==> src/rtl/ex_stage.sv <==
// Execute stage: operand select, ALU, EX/MEM register, optional iterative multiplier with HI/LO.
// Latency: 1 cycle to EX/MEM; mult/multu hold the pipeline for 33 cycles.
// Backpressure: stall_out freezes PC, IF/ID and ID/EX; EX/MEM receives a bubble while stalled.
//
// Optional feature macro: EX_MULT_EN (multiplier FSM, HI/LO, mfhi/mflo/mult/multu).
// Ports:
//   clk, rst (sync, active-high)
//   ALUOp_in, funct_in, shamt_in, rt_in, rd_in, rfile_rd1, rfile_rd2, extend_immed_in,
//   RegDst_in, ALUSrc_in, MemtoReg_in, RegWrite_in, MemRead_in, MemWrite_in   - ID/EX fields
//   alu_result_out, wr_data_out, wr_reg_out, MemtoReg_out, RegWrite_out,
//   MemRead_out, MemWrite_out                                                  - EX/MEM register
//   stall_out                                                                  - upstream hold
module ex_stage #(
    parameter int MUL_CYCLES = 32
) (
    input  logic        clk,
    input  logic        rst,
    input  logic [1:0]  ALUOp_in,
    input  logic [5:0]  funct_in,
    input  logic [4:0]  shamt_in,
    input  logic [4:0]  rt_in,
    input  logic [4:0]  rd_in,
    input  logic [31:0] rfile_rd1,
    input  logic [31:0] rfile_rd2,
    input  logic [31:0] extend_immed_in,
    input  logic        RegDst_in,
    input  logic        ALUSrc_in,
    input  logic        MemtoReg_in,
    input  logic        RegWrite_in,
    input  logic        MemRead_in,
    input  logic        MemWrite_in,
    output logic [31:0] alu_result_out,
    output logic [31:0] wr_data_out,
    output logic [4:0]  wr_reg_out,
    output logic        MemtoReg_out,
    output logic        RegWrite_out,
    output logic        MemRead_out,
    output logic        MemWrite_out,
    output logic        stall_out
);

    // The shift-add datapath below is sized for exactly 32 iterations.
    if (MUL_CYCLES != 32) begin : g_cfg_check
        $error("ex_stage: MUL_CYCLES must be 32");
    end

    logic [31:0] op_a;
    logic [31:0] op_b;
    logic [4:0]  wr_reg_d;
    logic [31:0] alu_res_d;
    logic        gpr_wr_ok;
    logic        stall;

    logic [31:0] alu_result_q;
    logic [31:0] wr_data_q;
    logic [4:0]  wr_reg_q;
    logic        mem_to_reg_q;
    logic        reg_write_q;
    logic        mem_read_q;
    logic        mem_write_q;

`ifdef EX_MULT_EN
    typedef enum logic [1:0] {S_IDLE, S_BUSY, S_DONE} state_t;

    state_t      state_q;
    logic [4:0]  cnt_q;
    logic [63:0] mcand_q;
    logic [31:0] mplier_q;
    logic [63:0] acc_q;
    logic        neg_q;
    logic [31:0] hi_q;
    logic [31:0] lo_q;
    logic        is_mul;
    logic        is_signed;
    logic [63:0] acc_d;
`endif

    assign op_a     = rfile_rd1;
    assign op_b     = ALUSrc_in ? extend_immed_in : rfile_rd2;
    assign wr_reg_d = RegDst_in ? rd_in : rt_in;

    always_comb begin
        alu_res_d = 32'd0;
        gpr_wr_ok = 1'b1;
`ifdef EX_MULT_EN
        is_mul    = 1'b0;
`endif
        case (ALUOp_in)
            2'b00: alu_res_d = op_a + op_b;
            2'b01: alu_res_d = op_a - op_b;
            2'b11: alu_res_d = op_a | op_b;
            default: begin
                case (funct_in)
                    6'h20, 6'h21: alu_res_d = op_a + op_b;
                    6'h22, 6'h23: alu_res_d = op_a - op_b;
                    6'h24: alu_res_d = op_a & op_b;
                    6'h25: alu_res_d = op_a | op_b;
                    6'h26: alu_res_d = op_a ^ op_b;
                    6'h27: alu_res_d = ~(op_a | op_b);
                    6'h2A: alu_res_d = {31'd0, $signed(op_a) < $signed(op_b)};
                    6'h2B: alu_res_d = {31'd0, op_a < op_b};
                    6'h00: alu_res_d = op_b << shamt_in;
                    6'h02: alu_res_d = op_b >> shamt_in;
                    6'h03: alu_res_d = $unsigned($signed(op_b) >>> shamt_in);
`ifdef EX_MULT_EN
                    6'h10: alu_res_d = hi_q;
                    6'h12: alu_res_d = lo_q;
                    // Multiplies produce no GPR result; HI/LO are written by the FSM.
                    6'h18, 6'h19: begin
                        is_mul    = 1'b1;
                        gpr_wr_ok = 1'b0;
                    end
`endif
                    default: gpr_wr_ok = 1'b0;
                endcase
            end
        endcase
    end

`ifdef EX_MULT_EN
    assign is_signed = ~funct_in[0];
    assign acc_d     = acc_q + (mplier_q[0] ? mcand_q : 64'd0);
    // In IDLE the stall is raised combinationally so the mult is held from its first cycle.
    assign stall     = ~rst & (((state_q == S_IDLE) & is_mul) | (state_q == S_BUSY));

    always_ff @(posedge clk) begin
        if (rst) begin
            state_q  <= S_IDLE;
            cnt_q    <= 5'd0;
            mcand_q  <= 64'd0;
            mplier_q <= 32'd0;
            acc_q    <= 64'd0;
            neg_q    <= 1'b0;
            hi_q     <= 32'd0;
            lo_q     <= 32'd0;
        end else begin
            case (state_q)
                S_IDLE: begin
                    if (is_mul) begin
                        // Signed multiply works on magnitudes and fixes the sign at the end.
                        mcand_q  <= {32'd0, (is_signed & op_a[31]) ? -op_a : op_a};
                        mplier_q <= (is_signed & op_b[31]) ? -op_b : op_b;
                        neg_q    <= is_signed & (op_a[31] ^ op_b[31]);
                        acc_q    <= 64'd0;
                        cnt_q    <= 5'd0;
                        state_q  <= S_BUSY;
                    end
                end
                S_BUSY: begin
                    acc_q    <= acc_d;
                    mcand_q  <= mcand_q << 1;
                    mplier_q <= mplier_q >> 1;
                    cnt_q    <= cnt_q + 5'd1;
                    if (cnt_q == 5'(MUL_CYCLES - 1)) begin
                        {hi_q, lo_q} <= neg_q ? -acc_d : acc_d;
                        state_q      <= S_DONE;
                    end
                end
                default: state_q <= S_IDLE;   // DONE: held mult is consumed this cycle
            endcase
        end
    end
`else
    assign stall = 1'b0;
`endif

    always_ff @(posedge clk) begin
        if (rst) begin
            alu_result_q <= 32'd0;
            wr_data_q    <= 32'd0;
            wr_reg_q     <= 5'd0;
            mem_to_reg_q <= 1'b0;
            reg_write_q  <= 1'b0;
            mem_read_q   <= 1'b0;
            mem_write_q  <= 1'b0;
        end else if (stall) begin
            // Bubble: kill side effects, keep the data fields.
            reg_write_q <= 1'b0;
            mem_read_q  <= 1'b0;
            mem_write_q <= 1'b0;
        end else begin
            alu_result_q <= alu_res_d;
            wr_data_q    <= rfile_rd2;
            wr_reg_q     <= wr_reg_d;
            mem_to_reg_q <= MemtoReg_in;
            reg_write_q  <= RegWrite_in & gpr_wr_ok;
            mem_read_q   <= MemRead_in;
            mem_write_q  <= MemWrite_in;
        end
    end

    assign alu_result_out = alu_result_q;
    assign wr_data_out    = wr_data_q;
    assign wr_reg_out     = wr_reg_q;
    assign MemtoReg_out   = mem_to_reg_q;
    assign RegWrite_out   = reg_write_q;
    assign MemRead_out    = mem_read_q;
    assign MemWrite_out   = mem_write_q;
    assign stall_out      = stall;

endmodule
==> config.mk <==
export PLATFORM = sky130hd
export DESIGN_NAME = ex_stage
export DESIGN_NICKNAME = d
export VERILOG_FILES = /design/src/rtl/ex_stage.sv
export SDC_FILE = /design/constraint.sdc
export NUM_CORES = 1
export LEC_CHECK = 0
export CORE_MARGIN = 2
export CORE_UTILIZATION = 25
export CTS_CLUSTER_DIAMETER = 150
export CTS_CLUSTER_SIZE = 24
export DETAILED_ROUTE_END_ITERATION = 16
export GPL_TIMING_DRIVEN = 0
export PLACE_DENSITY_LB_ADDON = 0.2
export SLEW_MARGIN = 0
export SYNTH_ARGS = -nofsm -noshare
export SYNTH_HDL_FRONTEND = slang
export SYNTH_SLANG_ARGS = --single-unit
==> constraint.sdc <==
create_clock -name clk -period 8.68 [get_ports clk]
set_clock_uncertainty 0.2 [all_clocks]
set_input_delay 1.736 -clock clk [delete_from_list [all_inputs] [get_ports clk]]
set_output_delay 1.736 -clock clk [all_outputs]
set_load 0.01 [all_outputs]
==> results.sh <==
export IMPL_fin_crit_ns=8.14
export IMPL_nFillCells=5877
export IMPL_maxCapViolations=0
export IMPL_root_buffer="clkbuf_16"
export IMPL_die_area_mm2=0.0567
export IMPL_path_cells="clkbuf_1 -> buf_4 -> buf_2 -> buf_2 -> buf_1 -> mux2i_1 -> ha_1 -> buf_2 -> inv_2 -> a21oi_1 -> o21ai_0 -> a211oi_1 -> nor2_1 -> a21oi_1 -> o211ai_1 -> a211oi_1 -> o21ai_1 -> a211oi_1"
export IMPL_ctsResizeCount=0
export IMPL_crit_buf_inv=7
export IMPL_hold_viol_final=0
export IMPL_mostFrequentLayoutCells="clkdlybuf4s50_1 (189), nor2_1 (188), a21oi_1 (159), mux2i_1 (148), nand2_1 (132)"
export IMPL_synth_cell_types=84
export IMPL_crit_path_end_kind="register"
export IMPL_drive_gt1_share_pct=9.43
export IMPL_slowest_delay_ns=0.76
export IMPL_syn_to_final_growth_pct=22.5
export IMPL_status="finished clean"
export IMPL_clockBufferDepth=2
export IMPL_final_common_cell="clkdlybuf4s50_1"
export IMPL_path_depth=18
export IMPL_synth_edf_count=0
export IMPL_synth_top_area_cell="mux4_2"
export IMPL_port_buffers=189
export IMPL_final_nets=2236
export IMPL_clkSinkCount=73
export IMPL_synth_area_leaders="mux4_2 (11%), mux2i_1 (11%), dfxtp_1 (11%)"
export IMPL_diodes=0
export IMPL_cts_inserted_buffers=9
export IMPL_initial_utilization_pct=25.3
export IMPL_drtIter0Drc=2010
export IMPL_core_mm2=0.0540
export IMPL_io_pins=201
export IMPL_synthFlopType="dfxtp_1"
export IMPL_leakagePower_nw=6.56
export IMPL_post_cts_repair_setup_buffers=0
export IMPL_setup_viol=0
export IMPL_synth_seq_cells=73
export IMPL_fin_setup_tns_ns=0
export IMPL_syn_cell_area_mm2=0.0137
export IMPL_dpl_hpwl_um=64200
export IMPL_grt_pass1_vias=15500
export IMPL_globalRouteTotalUtil_pct=27.2
export IMPL_worstSetupPathType="in2reg"
export IMPL_crit_family="compound AO/OA/AOI/OAI gates"
export IMPL_cp_start_kind="input port"
export IMPL_max_slew_margin_pct=5.79
export IMPL_drv_slew=0
export IMPL_wl_um=78800
export IMPL_drc_errors=0
export IMPL_final_antenna_net_count=0
export IMPL_die_y_um=238
export IMPL_grt_pass1_wl_um=112000
export IMPL_grt_setup_unrepaired="no"
export IMPL_synth_top_area_share_pct=10.9
export IMPL_wl_per_cell_um=29.1
export IMPL_synth_fp_nets=2036
export IMPL_overflow=0
export IMPL_cts_hold_buf=0
export IMPL_clk_pin_slew_worst_paths_ns=0.07
export IMPL_die_w_um=238
export IMPL_yosysSeqAreaShare_pct=10.7
export IMPL_synth_async_sr_flop_share_pct=0
export IMPL_cp_required_ns=8.71
export IMPL_syn_avg_cell_area_um2=7.57
export IMPL_vias=16000
export IMPL_vias_per_cell=5.92
export IMPL_fin_total_pwr_mw=2.00
export IMPL_tritoncts="built"
export IMPL_hold_depth=3
export IMPL_yosysWarnings=0
export IMPL_postSynthCellCount=1809
export IMPL_antenna_found_initial=2
export IMPL_ir_drop_v=0.000115
export IMPL_place_congestion=0.993
export IMPL_fin_crit_sh_pct=93.7
export IMPL_max_freq_mhz=123
export IMPL_first_pass_iters=6
export IMPL_crit_arrival_ns=8.17
export IMPL_h_tree_depth=3
export IMPL_fp_row_count=85
export IMPL_crit_path_top_delay_cell="mux2i_1"
export IMPL_holdCritPathClass="in2reg"
export IMPL_cp_max_fo=10
export IMPL_worstMarginPinSlew_ns=1.40
export IMPL_p_per_area_mw_per_mm2=119
export IMPL_grt_start_max_net_pins=14
[layout make-up]
type | instances | area, um^2 | area share [%]
clock inverter | 6 | 66.3 | 0.396
tap | 696 | 871 | 5.19
multi-input combinational | 1487 | 11200 | 67.0
inverter | 106 | 398 | 2.37
timing repair buffer | 189 | 1890 | 11.3
clock buffer | 10 | 239 | 1.43
buffer | 143 | 607 | 3.62
sequential | 73 | 1460 | 8.72
[routing by layer]
metal  wire length (um)  vias to the layer above  global-route usage (%)
li1                   -                     7043                       -
met1              34100                     7949                    37.7
met2              34000                      920                    40.8
met3               6750                      130                    4.40
met4               3940                        0                    13.3
met5                  0                        -                       0
[worst paths after layout]
path	to	startpoint	slack, ns
hold / removal	wr_reg_out[4]$_SDFF_PP0_	RegDst_in	1.57
setup / recovery	alu_result_out[0]$_SDFF_PP0_	ALUSrc_in	0.54
[flip-flops by register name, indices dropped and copies added (netlist names)]
register / cells
RegWrite_out: 1
wr_reg_out: 5
MemWrite_out: 1
MemRead_out: 1
wr_data_out: 32
alu_result_out: 32
MemtoReg_out: 1
[cell usage after synthesis, types with 12 or more instances]
cell,number
a211oi_1,18
o221ai_1,14
o22ai_1,33
xnor2_1,81
nand2_1,132
a31oi_1,17
mux2_2,36
inv_2,14
mux2i_1,148
nand3_1,34
a21oi_1,159
nor3_1,41
nor2_1,188
buf_1,21
dfxtp_1,73
inv_1,88
o21ai_0,119
clkbuf_1,81
nor2b_1,46
o211ai_1,24
a221oi_1,17
ha_1,98
buf_2,35
mux4_2,66
o21ai_1,12
[cells by family after synthesis]
group,after synthesis,share of synthesized area (%)
compound gates,539,25.4
xor+xnor,86,5.50
fa+ha+maj,100,9.25
buf+inv,249,7.34
flops,73,10.7
mux,250,24.6
other cells,1,0.0274
simple gates,511,17.1
[where the power goes]
group          total, mW  leakage, nW  switching [mW]  internal (mW)
clock network      0.427        0.141           0.196          0.230
registers          0.370        0.607         0.00747          0.363
logic               1.20         5.81           0.746          0.458
[through the flow]
step           area, um^2  utilization [%]  worst slack (ns)  cells  hold WS [ns]
5_1_grt             16800             31.0             0.215   2710          1.61
3_3_place_gp        16500             30.5             0.272   2694          1.98
3_5_place_dp        16500             30.5             0.290   2694          2.00
4_1_cts             16800             31.0             0.697   2710          1.57
6_report            16800             31.0             0.543   2710          1.57
2_1_floorplan       13700                -              2.40   1809          1.66
No activity file was read; power rests on OpenSTA's default activity.
